==> config.mk <==
export PLATFORM = sky130hd
export DESIGN_NAME = ucontrol_sequencer_flat
export DESIGN_NICKNAME = d
export VERILOG_FILES = /design/src/rtl/ucontrol_sequencer_if.sv /design/src/rtl/ucontrol_sequencer.sv /design/src/flat_wrapper.sv
export SDC_FILE = /design/constraint.sdc
export NUM_CORES = 1
export LEC_CHECK = 0
export BUFFER_PORTS_ARGS = -buffer_cell sky130_fd_sc_hd__buf_2
export CORE_MARGIN = 2
export CORE_UTILIZATION = 40
export DETAILED_ROUTE_END_ITERATION = 10
export GPL_TIMING_DRIVEN = 0
export PLACE_DENSITY = 0.76
export SYNTH_ARGS = -nofsm -noshare
export SYNTH_HDL_FRONTEND = slang
export SYNTH_SLANG_ARGS = --single-unit
==> constraint.sdc <==
create_clock -name UCSEQ_CLOCK_50 -period 1.3 [get_ports UCSEQ_CLOCK_50]
set_input_delay 0.195 -clock UCSEQ_CLOCK_50 [delete_from_list [all_inputs] [get_ports UCSEQ_CLOCK_50]]
set_output_delay 0.195 -clock UCSEQ_CLOCK_50 [all_outputs]
set_load 0.1 [all_outputs]
==> src/rtl/ucontrol_sequencer_if.sv <==
// ucontrol_sequencer_if
// Bundles the sequencer's datapath-facing signals: the next-address mux
// loop (CSAddress in, CSAR/CSAI/Tipo out), the microinstruction COND
// field, PSR flags, IR bit 13, the memory handshake and halt.
//   master : datapath / control store side (drives inputs, observes outputs)
//   slave  : the sequencer itself
interface ucontrol_sequencer_if #(
  parameter int DATAWIDTH_CSADDRESS = 11,
  parameter int DATAWIDTH_COND      = 3,
  parameter int DATAWIDTH_CBL       = 2
);
  logic [DATAWIDTH_CSADDRESS-1:0] UCSEQ_CSAddress_InBus;
  logic [DATAWIDTH_COND-1:0]      UCSEQ_Cond_InBus;
  logic [3:0]                     UCSEQ_Flags_InBus;
  logic                           UCSEQ_IR13_In;
  logic                           UCSEQ_MemReq_In;
  logic                           UCSEQ_MemAck_In;
  logic                           UCSEQ_Halt_In;
  logic [DATAWIDTH_CSADDRESS-1:0] UCSEQ_CSAR_OutBus;
  logic [DATAWIDTH_CSADDRESS-1:0] UCSEQ_CSAI_OutBus;
  logic [DATAWIDTH_CBL-1:0]       UCSEQ_Tipo_OutBus;
  logic                           UCSEQ_Stall_Out;
  logic                           UCSEQ_Timeout_Out;

  modport master (
    output UCSEQ_CSAddress_InBus, UCSEQ_Cond_InBus, UCSEQ_Flags_InBus,
           UCSEQ_IR13_In, UCSEQ_MemReq_In, UCSEQ_MemAck_In, UCSEQ_Halt_In,
    input  UCSEQ_CSAR_OutBus, UCSEQ_CSAI_OutBus, UCSEQ_Tipo_OutBus,
           UCSEQ_Stall_Out, UCSEQ_Timeout_Out
  );

  modport slave (
    input  UCSEQ_CSAddress_InBus, UCSEQ_Cond_InBus, UCSEQ_Flags_InBus,
           UCSEQ_IR13_In, UCSEQ_MemReq_In, UCSEQ_MemAck_In, UCSEQ_Halt_In,
    output UCSEQ_CSAR_OutBus, UCSEQ_CSAI_OutBus, UCSEQ_Tipo_OutBus,
           UCSEQ_Stall_Out, UCSEQ_Timeout_Out
  );
endinterface

==> src/rtl/ucontrol_sequencer.sv <==
// ucontrol_sequencer
// Microprogram sequencer: holds the control store address register (CSAR),
// decodes the COND field into the branch type (Tipo) for the next-address
// mux, provides CSAR+1 (CSAI) and stalls while a memory access is pending.
// Ports:
//   UCSEQ_CLOCK_50       : system clock, rising edge
//   UCSEQ_ResetInLow_In  : asynchronous active-low reset
//   bus (slave modport)  : CSAddress/COND/flags/IR13/MemReq/MemAck/Halt in,
//                          CSAR/CSAI/Tipo/Stall/Timeout out
// Optional feature: define UCSEQ_STALL_TIMEOUT_EN to add the stall watchdog
// (TRAP state, jump to TRAP_ADDRESS, one-cycle Timeout pulse). Without it
// STALL waits indefinitely and Timeout is tied low.
//
// state | meaning
// RUN   | one microinstruction per cycle, CSAR loads the mux result
// STALL | memory access pending, CSAR held until MemAck
// TRAP  | watchdog fired, CSAR holds TRAP_ADDRESS for one cycle (macro only)
module ucontrol_sequencer #(
  parameter int          DATAWIDTH_CSADDRESS = 11,
  parameter int          DATAWIDTH_COND      = 3,
  parameter int          DATAWIDTH_CBL       = 2,
  parameter int          TIMEOUT_CYCLES      = 16,
  parameter int unsigned TRAP_ADDRESS        = 'h7F0
) (
  input logic                UCSEQ_CLOCK_50,
  input logic                UCSEQ_ResetInLow_In,
  ucontrol_sequencer_if.slave bus
);

  localparam int W = DATAWIDTH_CSADDRESS;

  if (TIMEOUT_CYCLES < 1) begin : g_bad_timeout
    $error("TIMEOUT_CYCLES must be at least 1");
  end
  if (TRAP_ADDRESS >= (64'd1 << W)) begin : g_bad_trap
    $error("TRAP_ADDRESS does not fit the control store address width");
  end

  typedef enum logic [1:0] {
    ST_RUN   = 2'd0,
    ST_STALL = 2'd1
`ifdef UCSEQ_STALL_TIMEOUT_EN
    ,ST_TRAP = 2'd2
`endif
  } state_t;

  state_t         state_q, state_d;
  logic [W-1:0]   csar_q, csar_d;
  logic           stall_q;

  // Branch type decode, flags are {n,z,v,c}.
  logic jump_cond;
  always_comb begin
    jump_cond = 1'b0;
    case (bus.UCSEQ_Cond_InBus[2:0])
      3'b001:  jump_cond = bus.UCSEQ_Flags_InBus[3];
      3'b010:  jump_cond = bus.UCSEQ_Flags_InBus[2];
      3'b011:  jump_cond = bus.UCSEQ_Flags_InBus[0];
      3'b100:  jump_cond = bus.UCSEQ_Flags_InBus[1];
      3'b101:  jump_cond = bus.UCSEQ_IR13_In;
      3'b110:  jump_cond = 1'b1;
      default: jump_cond = 1'b0;
    endcase
  end

  always_comb begin
    bus.UCSEQ_Tipo_OutBus = '0;
    if (bus.UCSEQ_Cond_InBus[2:0] == 3'b111)
      bus.UCSEQ_Tipo_OutBus = DATAWIDTH_CBL'(2'b10);
    else if (jump_cond)
      bus.UCSEQ_Tipo_OutBus = DATAWIDTH_CBL'(2'b01);
  end

  assign bus.UCSEQ_CSAI_OutBus = csar_q + W'(1);
  assign bus.UCSEQ_CSAR_OutBus = csar_q;
  assign bus.UCSEQ_Stall_Out   = stall_q;

`ifdef UCSEQ_STALL_TIMEOUT_EN
  localparam int CNT_W = (TIMEOUT_CYCLES > 1) ? $clog2(TIMEOUT_CYCLES) : 1;

  // Down-counter loaded on STALL entry; reaching zero while still stalled
  // on a non-halted cycle means the TIMEOUT_CYCLES-th stall cycle ended
  // without an ack.
  logic [CNT_W-1:0] cnt_q, cnt_d;
  logic             timeout_q;
`endif

  always_comb begin
    state_d = state_q;
    csar_d  = csar_q;
`ifdef UCSEQ_STALL_TIMEOUT_EN
    cnt_d   = cnt_q;
`endif
    if (!bus.UCSEQ_Halt_In) begin
      case (state_q)
        ST_RUN: begin
          if (bus.UCSEQ_MemReq_In && !bus.UCSEQ_MemAck_In) begin
            state_d = ST_STALL;
`ifdef UCSEQ_STALL_TIMEOUT_EN
            cnt_d   = CNT_W'(TIMEOUT_CYCLES - 1);
`endif
          end else begin
            csar_d = bus.UCSEQ_CSAddress_InBus;
          end
        end
        ST_STALL: begin
          // Ack on the limit cycle wins over the watchdog.
          if (bus.UCSEQ_MemAck_In) begin
            state_d = ST_RUN;
            csar_d  = bus.UCSEQ_CSAddress_InBus;
`ifdef UCSEQ_STALL_TIMEOUT_EN
            cnt_d   = '0;
          end else if (cnt_q == '0) begin
            state_d = ST_TRAP;
            csar_d  = W'(TRAP_ADDRESS);
          end else begin
            cnt_d = cnt_q - CNT_W'(1);
`endif
          end
        end
`ifdef UCSEQ_STALL_TIMEOUT_EN
        ST_TRAP: state_d = ST_RUN;
`endif
        default: state_d = ST_RUN;
      endcase
    end
  end

  always_ff @(posedge UCSEQ_CLOCK_50 or negedge UCSEQ_ResetInLow_In) begin
    if (!UCSEQ_ResetInLow_In) begin
      state_q <= ST_RUN;
      csar_q  <= '0;
      stall_q <= 1'b0;
    end else begin
      state_q <= state_d;
      csar_q  <= csar_d;
      stall_q <= (state_d == ST_STALL);
    end
  end

`ifdef UCSEQ_STALL_TIMEOUT_EN
  always_ff @(posedge UCSEQ_CLOCK_50 or negedge UCSEQ_ResetInLow_In) begin
    if (!UCSEQ_ResetInLow_In) begin
      cnt_q     <= '0;
      timeout_q <= 1'b0;
    end else begin
      cnt_q     <= cnt_d;
      timeout_q <= (state_d == ST_TRAP);
    end
  end

  assign bus.UCSEQ_Timeout_Out = timeout_q;
`else
  assign bus.UCSEQ_Timeout_Out = 1'b0;
`endif

endmodule

==> src/flat_wrapper.sv <==
// flat-port wrapper written by rule: the top's interface ports become plain ports
module ucontrol_sequencer_flat 
#(
  parameter int          DATAWIDTH_CSADDRESS = 11,
  parameter int          DATAWIDTH_COND      = 3,
  parameter int          DATAWIDTH_CBL       = 2,
  parameter int          TIMEOUT_CYCLES      = 16,
  parameter int unsigned TRAP_ADDRESS        = 'h7F0
)
  (UCSEQ_CLOCK_50, UCSEQ_ResetInLow_In, bus_UCSEQ_CSAddress_InBus, bus_UCSEQ_Cond_InBus, bus_UCSEQ_Flags_InBus, bus_UCSEQ_IR13_In, bus_UCSEQ_MemReq_In, bus_UCSEQ_MemAck_In, bus_UCSEQ_Halt_In, bus_UCSEQ_CSAR_OutBus, bus_UCSEQ_CSAI_OutBus, bus_UCSEQ_Tipo_OutBus, bus_UCSEQ_Stall_Out, bus_UCSEQ_Timeout_Out);
  ucontrol_sequencer_if #(.DATAWIDTH_CSADDRESS(DATAWIDTH_CSADDRESS), .DATAWIDTH_COND(DATAWIDTH_COND), .DATAWIDTH_CBL(DATAWIDTH_CBL)) bus_i ();
  input logic UCSEQ_CLOCK_50;
  input logic UCSEQ_ResetInLow_In;
  input wire logic [$bits(bus_i.UCSEQ_CSAddress_InBus)-1:0] bus_UCSEQ_CSAddress_InBus;
  input wire logic [$bits(bus_i.UCSEQ_Cond_InBus)-1:0] bus_UCSEQ_Cond_InBus;
  input wire logic [$bits(bus_i.UCSEQ_Flags_InBus)-1:0] bus_UCSEQ_Flags_InBus;
  input wire logic [$bits(bus_i.UCSEQ_IR13_In)-1:0] bus_UCSEQ_IR13_In;
  input wire logic [$bits(bus_i.UCSEQ_MemReq_In)-1:0] bus_UCSEQ_MemReq_In;
  input wire logic [$bits(bus_i.UCSEQ_MemAck_In)-1:0] bus_UCSEQ_MemAck_In;
  input wire logic [$bits(bus_i.UCSEQ_Halt_In)-1:0] bus_UCSEQ_Halt_In;
  output wire logic [$bits(bus_i.UCSEQ_CSAR_OutBus)-1:0] bus_UCSEQ_CSAR_OutBus;
  output wire logic [$bits(bus_i.UCSEQ_CSAI_OutBus)-1:0] bus_UCSEQ_CSAI_OutBus;
  output wire logic [$bits(bus_i.UCSEQ_Tipo_OutBus)-1:0] bus_UCSEQ_Tipo_OutBus;
  output wire logic [$bits(bus_i.UCSEQ_Stall_Out)-1:0] bus_UCSEQ_Stall_Out;
  output wire logic [$bits(bus_i.UCSEQ_Timeout_Out)-1:0] bus_UCSEQ_Timeout_Out;
  assign bus_i.UCSEQ_CSAddress_InBus = bus_UCSEQ_CSAddress_InBus;
  assign bus_i.UCSEQ_Cond_InBus = bus_UCSEQ_Cond_InBus;
  assign bus_i.UCSEQ_Flags_InBus = bus_UCSEQ_Flags_InBus;
  assign bus_i.UCSEQ_IR13_In = bus_UCSEQ_IR13_In;
  assign bus_i.UCSEQ_MemReq_In = bus_UCSEQ_MemReq_In;
  assign bus_i.UCSEQ_MemAck_In = bus_UCSEQ_MemAck_In;
  assign bus_i.UCSEQ_Halt_In = bus_UCSEQ_Halt_In;
  assign bus_UCSEQ_CSAR_OutBus = bus_i.UCSEQ_CSAR_OutBus;
  assign bus_UCSEQ_CSAI_OutBus = bus_i.UCSEQ_CSAI_OutBus;
  assign bus_UCSEQ_Tipo_OutBus = bus_i.UCSEQ_Tipo_OutBus;
  assign bus_UCSEQ_Stall_Out = bus_i.UCSEQ_Stall_Out;
  assign bus_UCSEQ_Timeout_Out = bus_i.UCSEQ_Timeout_Out;
  ucontrol_sequencer #(.DATAWIDTH_CSADDRESS(DATAWIDTH_CSADDRESS), .DATAWIDTH_COND(DATAWIDTH_COND), .DATAWIDTH_CBL(DATAWIDTH_CBL), .TIMEOUT_CYCLES(TIMEOUT_CYCLES), .TRAP_ADDRESS(TRAP_ADDRESS)) u_core (.UCSEQ_CLOCK_50(UCSEQ_CLOCK_50), .UCSEQ_ResetInLow_In(UCSEQ_ResetInLow_In), .bus(bus_i));
endmodule
==> impl_metrics.tcl, run 1 <==
set metrics [dict create \
    cts_hold_buf 1 \
    die_y_um 47.9 \
    synth-main-ff-cell "dfrtp_1" \
    synth.distinct_cells 26 \
    gp_congestion 0.707 \
    htreeDepth 1 \
    io_pins 50 \
    syn_nets 95 \
    async_flop_share_pct 100 \
    synth_seq_cells 14 \
    synth_top_area_share_pct 45.5 \
    synthTopCellsByCount "dfrtp_1, mux2_2, nor2_1" \
    yosys.area.top_type "dfrtp_1" \
    yosysMostFrequentCell "dfrtp_1" \
    rows 15 \
    ys_seq_area_share_pct 45.5 \
    initial_core_util_pct 43.7 \
    cts_root_buf "clkbuf_4" \
    synth.area.top_cells "dfrtp_1, mux2_2, xor2_1" \
    stop_stage "clock tree synthesis (4_1_cts)" \
    clock_path_buffers 2 \
    io_buffer_count 48 \
    error_line "[ERROR DPL-0033] detailed placement checks failed during check placement." \
    yosysWarningCount 0 \
    cts_setup_buffers 9 \
    cts-resized-gates 72 \
    clock-sinks 14 \
    syn_inst 70 \
    dp_hpwl_um 1540 \
    syn-cell-area_sq_um 771 \
    outcome "aborted with a tool error" \
    die_x_um 47.9 \
    synth_edf_count 0 \
    synth.avg_cell_area_sq_um 11.0 \
    cts_buffers 3 \
]
-- stage by stage --
| step | cells | area (sq um) | worst slack, ns |
|---|---|---|---|
| floorplan | 70 | 1050 | -0.661 |
| global placement | 143 | 1320 | -0.441 |
| detailed placement | 143 | 1320 | -0.479 |
-- logic make-up after synthesis --
family,share of synthesized area [%]
adders and majority gates,1.62
muxes,17.4
DFF,45.5
and+or+nand+nor,17.2
other,0.487
buffers and inverters,2.92
AOI/OAI and AO/OA,4.71
xor gates and xnor gates,10.2
==> run 2, diff against run 1 <==
--- a/config.mk
+++ b/config.mk
@@ -6,11 +6,11 @@
 export NUM_CORES = 1
 export LEC_CHECK = 0
 export BUFFER_PORTS_ARGS = -buffer_cell sky130_fd_sc_hd__buf_2
-export CORE_MARGIN = 2
-export CORE_UTILIZATION = 40
+export CORE_AREA = 2 2 63 65
 export DETAILED_ROUTE_END_ITERATION = 10
+export DIE_AREA = 0 0 65 67
 export GPL_TIMING_DRIVEN = 0
-export PLACE_DENSITY = 0.76
+export PLACE_DENSITY_LB_ADDON = 0.15
 export SYNTH_ARGS = -nofsm -noshare
 export SYNTH_HDL_FRONTEND = slang
 export SYNTH_SLANG_ARGS = --single-unit
==> run 2 against run 1 <==
  * The flow now finishes, with violations (setup timing)
  * Area after synthesis stayed put
  * Synthesized cell count is the same
==> impl_metrics.tcl, run 2 <==
set metrics [dict create \
    rr_worst_depth 4 \
    violations "setup timing" \
    synthMuxAreaShare_pct 17.4 \
    yosys.area.top_type "dfrtp_1" \
    hold_path_startpoint "bus_UCSEQ_CSAddress_InBus[9]" \
    htreeDepth 1 \
    cts_tree "yes" \
    skew_ns 0.00316 \
    die_y_um 67 \
    cp_max_fo 3 \
    regToRegStartpoint "u_core.state_q[0]" \
    slowest_stage "dfrtp_4" \
    syn-cell-area_sq_um 771 \
    ys_seq_area_share_pct 45.5 \
    start_kind "register" \
    multi_input_area_sq_um 702 \
    synth-main-ff-cell "dfrtp_1" \
    cts_root_buf "clkbuf_8" \
    io_pins 50 \
    fin_util_pct 52.7 \
    cp.required_ns 1.11 \
    vias 783 \
    whs_endpoint "u_core.bus.UCSEQ_CSAR_OutBus[9]" \
    clock-sinks 14 \
    synth.avg_cell_area_sq_um 11.0 \
    layoutNonFillerInstCount 191 \
    vdd.ir_drop.worst_v 0.000768 \
    track_usage_pct 11.0 \
    critPathTopFamily "flip-flops" \
    synth_top_area_share_pct 45.5 \
    num-nets-final 169 \
    endpoint_kind "output pin" \
    syn_nets 95 \
    rows 22 \
    synthAdderAreaFrac_pct 1.62 \
    rr_endpoint "u_core.bus.UCSEQ_CSAR_OutBus[3]" \
    fillCellCount 314 \
    grt_max_degree 15 \
    drive_gt1_share_pct 84.6 \
    grt_overflow 0 \
    grt_pass1_vias 779 \
    largest_reg_flops 11 \
    min_period_over_period_pct 135 \
    synth-compound-area-share_pct 4.71 \
    die-area_sq_um 4360 \
    yosysWarningCount 0 \
    vias_per_cell 4.10 \
    synthTopCellsByCount "dfrtp_1, mux2_2, nor2_1" \
    max_stage_delay_ns 0.44 \
    wirelength_um 2310 \
    syn_to_final_growth_pct 146 \
    grt_pass1_wl_um 3590 \
    clock_latency_ns 0.24 \
    initial_core_util_pct 21.4 \
    synth_seq_cells 14 \
    die_x_um 65 \
    first_iter_violations 24 \
    place_inst 166 \
    max_freq_mhz 571 \
    synth_edf_count 0 \
    antenna_found_initial 0 \
    worst-setup-path-type "reg2out" \
    finalWorstSetupSlack_ns -0.452 \
    hold_viol 0 \
    hold_path_class "in2reg" \
    clock_path_buffers 2 \
    ff2ff_setup_slack_ns 0.12 \
    tns_ns -3.57 \
    path_common_cell "buf_12" \
    ant_nets 0 \
    period_needed_ns 1.75 \
    yosys.area_share.simple_pct 17.2 \
    async_flop_share_pct 100 \
    cts_buffers 3 \
    rsz0062_at_grt "true" \
    core_sq_um 3610 \
    antenna_cells 0 \
    outcome "finished with violations" \
    powerDensity_nw_per_um2 1630 \
    yosysMostFrequentCell "dfrtp_1" \
    dr.pass1.iters 4 \
    hold_depth 2 \
    gp_congestion 0.662 \
    mostFrequentLayoutCells "buf_2, buf_4, buf_12, buf_6, mux2_2" \
    clk_pin_slew_ns 0.06 \
    worstPathArrival_ns 1.56 \
    synth_top_family_by_area "multiplexers" \
    setup_viol 12 \
    io_buffer_count 48 \
    layout_commonest_cell "buf_2" \
    cp_cell_sequence "ha_4, buf_12, nand3_2, nor2_4, xor2_4, buf_12" \
    crit_buf_inv 2 \
    regArea_sq_um 385 \
    synth.distinct_cells 26 \
    synthXorXnorAreaFrac_pct 10.2 \
    dp_hpwl_um 1670 \
    drc 0 \
    syn_inst 70 \
    synth.area.top_cells "dfrtp_1, mux2_2, xor2_1" \
    finalMaxSlewViolations 0 \
    p_leak_uw 0.000827 \
    max_cap_viol_count 0 \
    wl_per_cell_um 12.1 \
]
[run 2: timing repair]
action                                  in CTS  in global routing
gates resized for setup                     64                 24
setup buffers                                6                 14
pin swaps                                    7                  9
hold buffers                                 1                  0
hold endpoints to repair                    14                  0
endpoints found under the setup margin      23                 25
[run 2: kinds of logic after synthesis]
group	after synthesis
mux	12
flops	14
simple gates	24
other cells	1
buf+inv	4
xor+xnor	9
compound gates	5
fa+ha+maj	1
[run 2: layer usage]
layer	vias to the layer above	wire (um)	GRT usage [%]
met4	0	9	2.39
met3	2	117	2.70
met1	371	885	11.9
li1	380	-	-
met2	30	1300	21.5
met5	-	0	0
[run 2: area by class of cell]
| class | instances | area share (%) |
|---|---|---|
| Tap cell | 48 | 3.16 |
| Timing Repair Buffer | 69 | 35.8 |
| Clock buffer | 4 | 2.37 |
| Inverter | 2 | 0.395 |
| Multi-Input combinational cell | 52 | 37.0 |
| Sequential cell | 14 | 20.3 |
| Buffer | 2 | 0.988 |
[run 2: stage by stage]
| step | cell area (sq um) | setup slack (ns) | hold slack [ns] | power [uW] |
|---|---|---|---|---|
| 6_report | 1900 | -0.452 | 0.182 | 3090 |
| 5_1_grt | 1900 | -0.530 | 0.175 | 3220 |
| 4_1_cts | 1700 | -0.526 | 0.178 | 2930 |
| 3_5_place_dp | 1350 | -0.496 | 0.112 | 2170 |
| 3_3_place_gp | 1350 | -0.498 | 0.111 | 2160 |
| 2_1_floorplan | 1050 | -0.661 | -0.101 | 1960 |
[run 2: worst max-delay path by stage]
stage	start	endpoint	slack [ns]	depth (start not counted)
2_1_floorplan	u_core.bus.UCSEQ_CSAR_OutBus[0]	bus_UCSEQ_CSAI_OutBus[10]	-0.66	4
3_3_place_gp	u_core.bus.UCSEQ_CSAR_OutBus[3]	bus_UCSEQ_CSAI_OutBus[10]	-0.50	4
3_5_place_dp	u_core.bus.UCSEQ_CSAR_OutBus[3]	bus_UCSEQ_CSAI_OutBus[10]	-0.50	4
4_1_cts	u_core.bus.UCSEQ_CSAR_OutBus[0]	bus_UCSEQ_CSAI_OutBus[10]	-0.53	5
5_1_grt	u_core.bus.UCSEQ_CSAR_OutBus[3]	bus_UCSEQ_CSAI_OutBus[10]	-0.53	4
6_report	u_core.bus.UCSEQ_CSAR_OutBus[0]	bus_UCSEQ_CSAI_OutBus[8]	-0.45	6
[run 2: worst reg2reg max path, stage by stage (launching register included)]
cell     delay [ns]
dfrtp_1        0.35
nor2_1         0.06
o21ai_2        0.15
buf_6          0.18
mux2_2         0.34
[run 2: report_power, final]
part / switching, uW / internal [uW]
clock network: 139 / 216
logic: 1340 / 761
registers: 113 / 527
total: 1590 / 1500
No activity file was read; power rests on OpenSTA's default activity.
==> run 3, diff against run 2 <==
--- a/config.mk
+++ b/config.mk
@@ -10,7 +10,7 @@
 export DETAILED_ROUTE_END_ITERATION = 10
 export DIE_AREA = 0 0 65 67
 export GPL_TIMING_DRIVEN = 0
-export PLACE_DENSITY_LB_ADDON = 0.15
+export SLEW_MARGIN = 25
 export SYNTH_ARGS = -nofsm -noshare
 export SYNTH_HDL_FRONTEND = slang
 export SYNTH_SLANG_ARGS = --single-unit
==> run 3 against run 2 <==
  * The run still ends with setup timing left
  * Final cell count fell by 0.52%
  * Die area did not move
  * Count of clock-buffer cells in the layout did not move
  * Core utilization rose by 0.17 points
  * Highest routed layer unchanged
  * Clock power rose by 13%
  * Sequential power rose by 0.9%
  * Register-to-register slack got worse by 0.05 ns
  * Routed wire length rose by 6.8%
  * Hold slack improved by 0.0044 ns
  * Non-clock buffer count fell by 1
==> impl_metrics.tcl, run 3 (same netlist as run 2, synthesis figures left out) <==
set metrics [dict create \
    outcome "finished with violations" \
    violations "setup timing" \
    critPathTopFamily "flip-flops" \
    drive_gt1_share_pct 85.9 \
    powerDensity_nw_per_um2 1650 \
    antenna_found_initial 0 \
    clock_latency_ns 0.24 \
    cts_root_buf "clkbuf_8" \
    fillCellCount 306 \
    io_pins 50 \
    cp.required_ns 1.11 \
    io_buffer_count 48 \
    clock_path_buffers 2 \
    rsz0062_at_grt "true" \
    drc 0 \
    die-area_sq_um 4360 \
    worst-setup-path-type "reg2out" \
    crit_buf_inv 2 \
    num-nets-final 168 \
    largest_reg_flops 11 \
    hold_path_class "in2reg" \
    max_freq_mhz 577 \
    grt_pass1_vias 803 \
    wirelength_um 2470 \
    grt_pass1_wl_um 3510 \
    grt_overflow 0 \
    tns_ns -3.56 \
    gp_congestion 0.708 \
    layout_commonest_cell "buf_2" \
    cts_tree "yes" \
    dp_hpwl_um 1590 \
    min_period_over_period_pct 133 \
    mostFrequentLayoutCells "buf_2, buf_4, buf_6, buf_12, mux2_2" \
    die_y_um 67 \
    dr.pass1.iters 3 \
    syn_to_final_growth_pct 147 \
    endpoint_kind "output pin" \
    vdd.ir_drop.worst_v 0.000396 \
    clock-sinks 14 \
    cts_buffers 3 \
    p_total_uw 3140 \
    antenna_cells 0 \
    setup_viol 11 \
    period_needed_ns 1.73 \
    htreeDepth 1 \
    first_iter_violations 24 \
    finalMaxSlewViolations 0 \
    track_usage_pct 10.6 \
    p_leak_uw 0.000831 \
    start_kind "register" \
    initial_core_util_pct 21.4 \
    cp_max_fo 4 \
    max_cap_viol_count 0 \
    rows 22 \
    slowest_stage "dfrtp_4" \
    clk_pin_slew_ns 0.05 \
    vias 814 \
    core_sq_um 3610 \
    hold_viol 0 \
    fin_util_pct 52.8 \
    grt_max_degree 15 \
    worstPathArrival_ns 1.54 \
    cp_cell_sequence "nand4_4, buf_4, nor2_4, xor2_4, buf_12" \
    skew_ns 0.00335 \
    wl_per_cell_um 13.0 \
    die_x_um 65 \
    finalWorstSetupSlack_ns -0.435 \
    max_stage_delay_ns 0.44 \
    ant_nets 0 \
    vias_per_cell 4.28 \
]
run 3: changes by cell type in the layout (fill, tap and decap cells not counted), sizes merged:
cell | before | now
buf | 70 | 68
clkbuf | 4 | 5
run 3: path summary, 6_finish.rpt:
path | start | to | slack, ns | depth (start not counted)
max | u_core.bus.UCSEQ_CSAR_OutBus[6] | bus_UCSEQ_CSAI_OutBus[8] | -0.43 | 5
min | bus_UCSEQ_CSAddress_InBus[4] | u_core.bus.UCSEQ_CSAR_OutBus[4] | 0.19 | 2
max reg2reg | u_core.state_q[0] | u_core.bus.UCSEQ_CSAR_OutBus[3] | 0.07 | 4
min reg2reg | u_core.state_q[0] | u_core.state_q[0] | 0.55 | 1
max in group asynchronous | UCSEQ_ResetInLow_In | u_core.bus.UCSEQ_CSAR_OutBus[2] | 0.65 | 2
min in group asynchronous | UCSEQ_ResetInLow_In | u_core.bus.UCSEQ_CSAR_OutBus[7] | 0.39 | 2
run 3: cell type report:
type	count	area, sq um	share of cell area, %
flip-flops and latches	14	385	20.2
clock buffers	4	55.1	2.89
plain buffers	2	18.8	0.985
multi-input cells	52	718	37.7
well taps	48	60.1	3.15
repair buffers	68	658	34.5
inverters	2	10.0	0.525
run 3: repair_timing:
item | 4_1_cts | 5_1_grt
hold buffers | 1 | 0
hold endpoints to repair | 14 | 0
gates cloned | 0 | 1
pin swaps | 3 | 12
setup buffers | 3 | 15
setup endpoints to repair | 23 | 23
resized for setup | 57 | 35
run 3: power by group:
part	internal (uW)	total (uW)	leakage (uW)	switching [uW]
combinational	744	2090	0.000645	1350
sequential	527	645	0.000158	119
clock	267	404	0.0000288	137
total	1540	3140	0.000831	1600
run 3: per-stage QoR:
step / hold slack (ns) / cell area, sq um / setup slack, ns / std cells
6_report: 0.187 / 1910 / -0.435 / 190
5_1_grt: 0.180 / 1910 / -0.502 / 190
4_1_cts: 0.182 / 1630 / -0.512 / 174
3_5_place_dp: 0.109 / 1350 / -0.476 / 166
3_3_place_gp: 0.100 / 1350 / -0.439 / 166
2_1_floorplan: -0.101 / 1050 / -0.661 / 70
run 3: routing by layer:
| metal | GRT usage (%) | up-vias | share of wire [%] |
|---|---|---|---|
| met3 | 1.52 | 2 | 6.4 |
| met5 | 0 | - | 0 |
| li1 | - | 386 | - |
| met2 | 19.8 | 37 | 58 |
| met4 | 6.38 | 0 | 1.4 |
| met1 | 11.1 | 389 | 34 |
==> run 4, diff against run 3 <==
--- a/config.mk
+++ b/config.mk
@@ -10,6 +10,7 @@
 export DETAILED_ROUTE_END_ITERATION = 10
 export DIE_AREA = 0 0 65 67
 export GPL_TIMING_DRIVEN = 0
+export MAX_ROUTING_LAYER = met4
 export SLEW_MARGIN = 25
 export SYNTH_ARGS = -nofsm -noshare
 export SYNTH_HDL_FRONTEND = slang
==> run 4 against run 3 <==
  * Via count down 0.12%
  * Final cell count unchanged
  * Core utilization unchanged
  * Clock skew about the same
  * The run still ends with setup timing left
  * Register-to-register slack about the same
  * Sequential share of layout area unchanged
  * Power about the same
  * Sequential power about the same
  * Routed wire length up 0.16%
  * Worst setup slack about the same
  * Highest routed layer unchanged
  * Design area unchanged
  * Hold slack about the same
==> impl_metrics.tcl, run 4 (same netlist as run 2, synthesis figures left out) <==
set metrics [dict create \
    num-nets-final 168 \
    wl_per_cell_um 13.0 \
    period_needed_ns 1.73 \
    ant_nets 0 \
    place_area_sq_um 1350 \
    hold_path_class "in2reg" \
    track_usage_pct 10.9 \
    layout_commonest_cell "buf_2" \
    multi_input_area_sq_um 718 \
    cp_max_fo 4 \
    clk_pin_slew_ns 0.05 \
    start_kind "register" \
    gp_congestion 0.716 \
    violations "setup timing" \
    fin_util_pct 52.8 \
    dr.pass1.iters 3 \
    vias_per_cell 4.28 \
    drc 0 \
    outcome "finished with violations" \
    worst-setup-path-type "reg2out" \
    max_freq_mhz 576 \
    mostFrequentLayoutCells "buf_2, buf_4, buf_6, buf_12, mux2_2" \
    vias 813 \
    place_inst 166 \
    finalWorstSetupSlack_ns -0.435 \
    first_iter_violations 22 \
    tns_ns -3.57 \
    grt_pass1_wl_um 3510 \
    endpoint_kind "output pin" \
    core_sq_um 3610 \
    drive_gt1_share_pct 85.9 \
    cts_buffers 3 \
    grt_max_degree 15 \
    clock_latency_ns 0.24 \
    regArea_sq_um 385 \
    skew_ns 0.00336 \
    setup_viol 11 \
    initial_core_util_pct 21.4 \
    clock_path_buffers 2 \
    grt_overflow 0 \
    antenna_cells 0 \
    syn_to_final_growth_pct 147 \
    wirelength_um 2470 \
    die_y_um 67 \
    grt_pass1_vias 804 \
    max_cap_viol_count 0 \
    ff2ff_setup_slack_ns 0.07 \
    fillCellCount 306 \
    cts_root_buf "clkbuf_8" \
    powerDensity_nw_per_um2 1650 \
    htreeDepth 1 \
    dp_hpwl_um 1590 \
    cp.required_ns 1.11 \
    final_cell_area_sq_um 1910 \
    p_leak_uw 0.000831 \
    min_period_over_period_pct 133 \
    largest_reg_flops 11 \
    layoutNonFillerInstCount 190 \
    vdd.ir_drop.worst_v 0.000396 \
    hold_viol 0 \
    worstPathArrival_ns 1.54 \
    clock-sinks 14 \
    finalMaxSlewViolations 0 \
    rows 22 \
    io_pins 50 \
    cts_tree "yes" \
    io_buffer_count 48 \
    antenna_found_initial 0 \
    rsz0062_at_grt "true" \
    die-area_sq_um 4360 \
    die_x_um 65 \
]
-- run 4: cell counts in the layout (fill, tap and decap cells not counted) --
Identical to the previous run, type by type.
-- run 4: through the flow --
step,total power [uW],hold slack (ns),setup WS (ns)
final,3140,0.187,-0.435
after global routing,3260,0.180,-0.502
after CTS,2880,0.182,-0.512
after detailed placement,2170,0.109,-0.476
after global placement,2150,0.100,-0.439
after floorplan,1960,-0.101,-0.661
-- run 4: routing by layer --
| metal | part of all wire, % | global-route usage [%] |
|---|---|---|
| met1 | 34 | 11.4 |
| met5 | 0 | - |
| met2 | 58 | 19.8 |
| met3 | 6.1 | 1.18 |
| met4 | 1.4 | 6.38 |
-- run 4: power breakdown --
part           internal, uW  leakage [uW]  switching [uW]  total [uW]
registers               527      0.000158             119         645
clock network           267     0.0000288             137         404
logic                   744      0.000645            1350        2090
total                  1540      0.000831            1600        3140
-- run 4: final cells by class --
cell class	instances	area share, %
flip-flops and latches	14	20.2
clock buffers	4	2.89
multi-input cells	52	37.7
repair buffers	68	34.5
plain buffers	2	0.985
well taps	48	3.15
inverters	2	0.525
-- run 4: path summary, 6_finish.rpt --
check,cells after the start,start,to
min in group asynchronous,2,UCSEQ_ResetInLow_In,u_core.bus.UCSEQ_CSAR_OutBus[7]
max reg2reg,4,u_core.state_q[0],u_core.bus.UCSEQ_CSAR_OutBus[3]
min reg2reg,1,u_core.state_q[0],u_core.state_q[0]
max in group asynchronous,2,UCSEQ_ResetInLow_In,u_core.bus.UCSEQ_CSAR_OutBus[2]
min,2,bus_UCSEQ_CSAddress_InBus[4],u_core.bus.UCSEQ_CSAR_OutBus[4]
max,5,u_core.bus.UCSEQ_CSAR_OutBus[6],bus_UCSEQ_CSAI_OutBus[8]
-- run 4: what timing repair did --
action	4_1_cts	5_1_grt
buffers inserted	3	15
gates cloned	0	1
setup endpoints to repair	23	23
hold endpoints to repair	14	0
hold buffers	1	0
gates resized for setup	57	35
pin swaps	3	12
-- run 4: worst max-delay path: stages, from the launching register on --
cell	delay (ns)
dfrtp_4	0.44
nand4_4	0.17
buf_4	0.18
nor2_4	0.14
xor2_4	0.18
buf_12	0.19
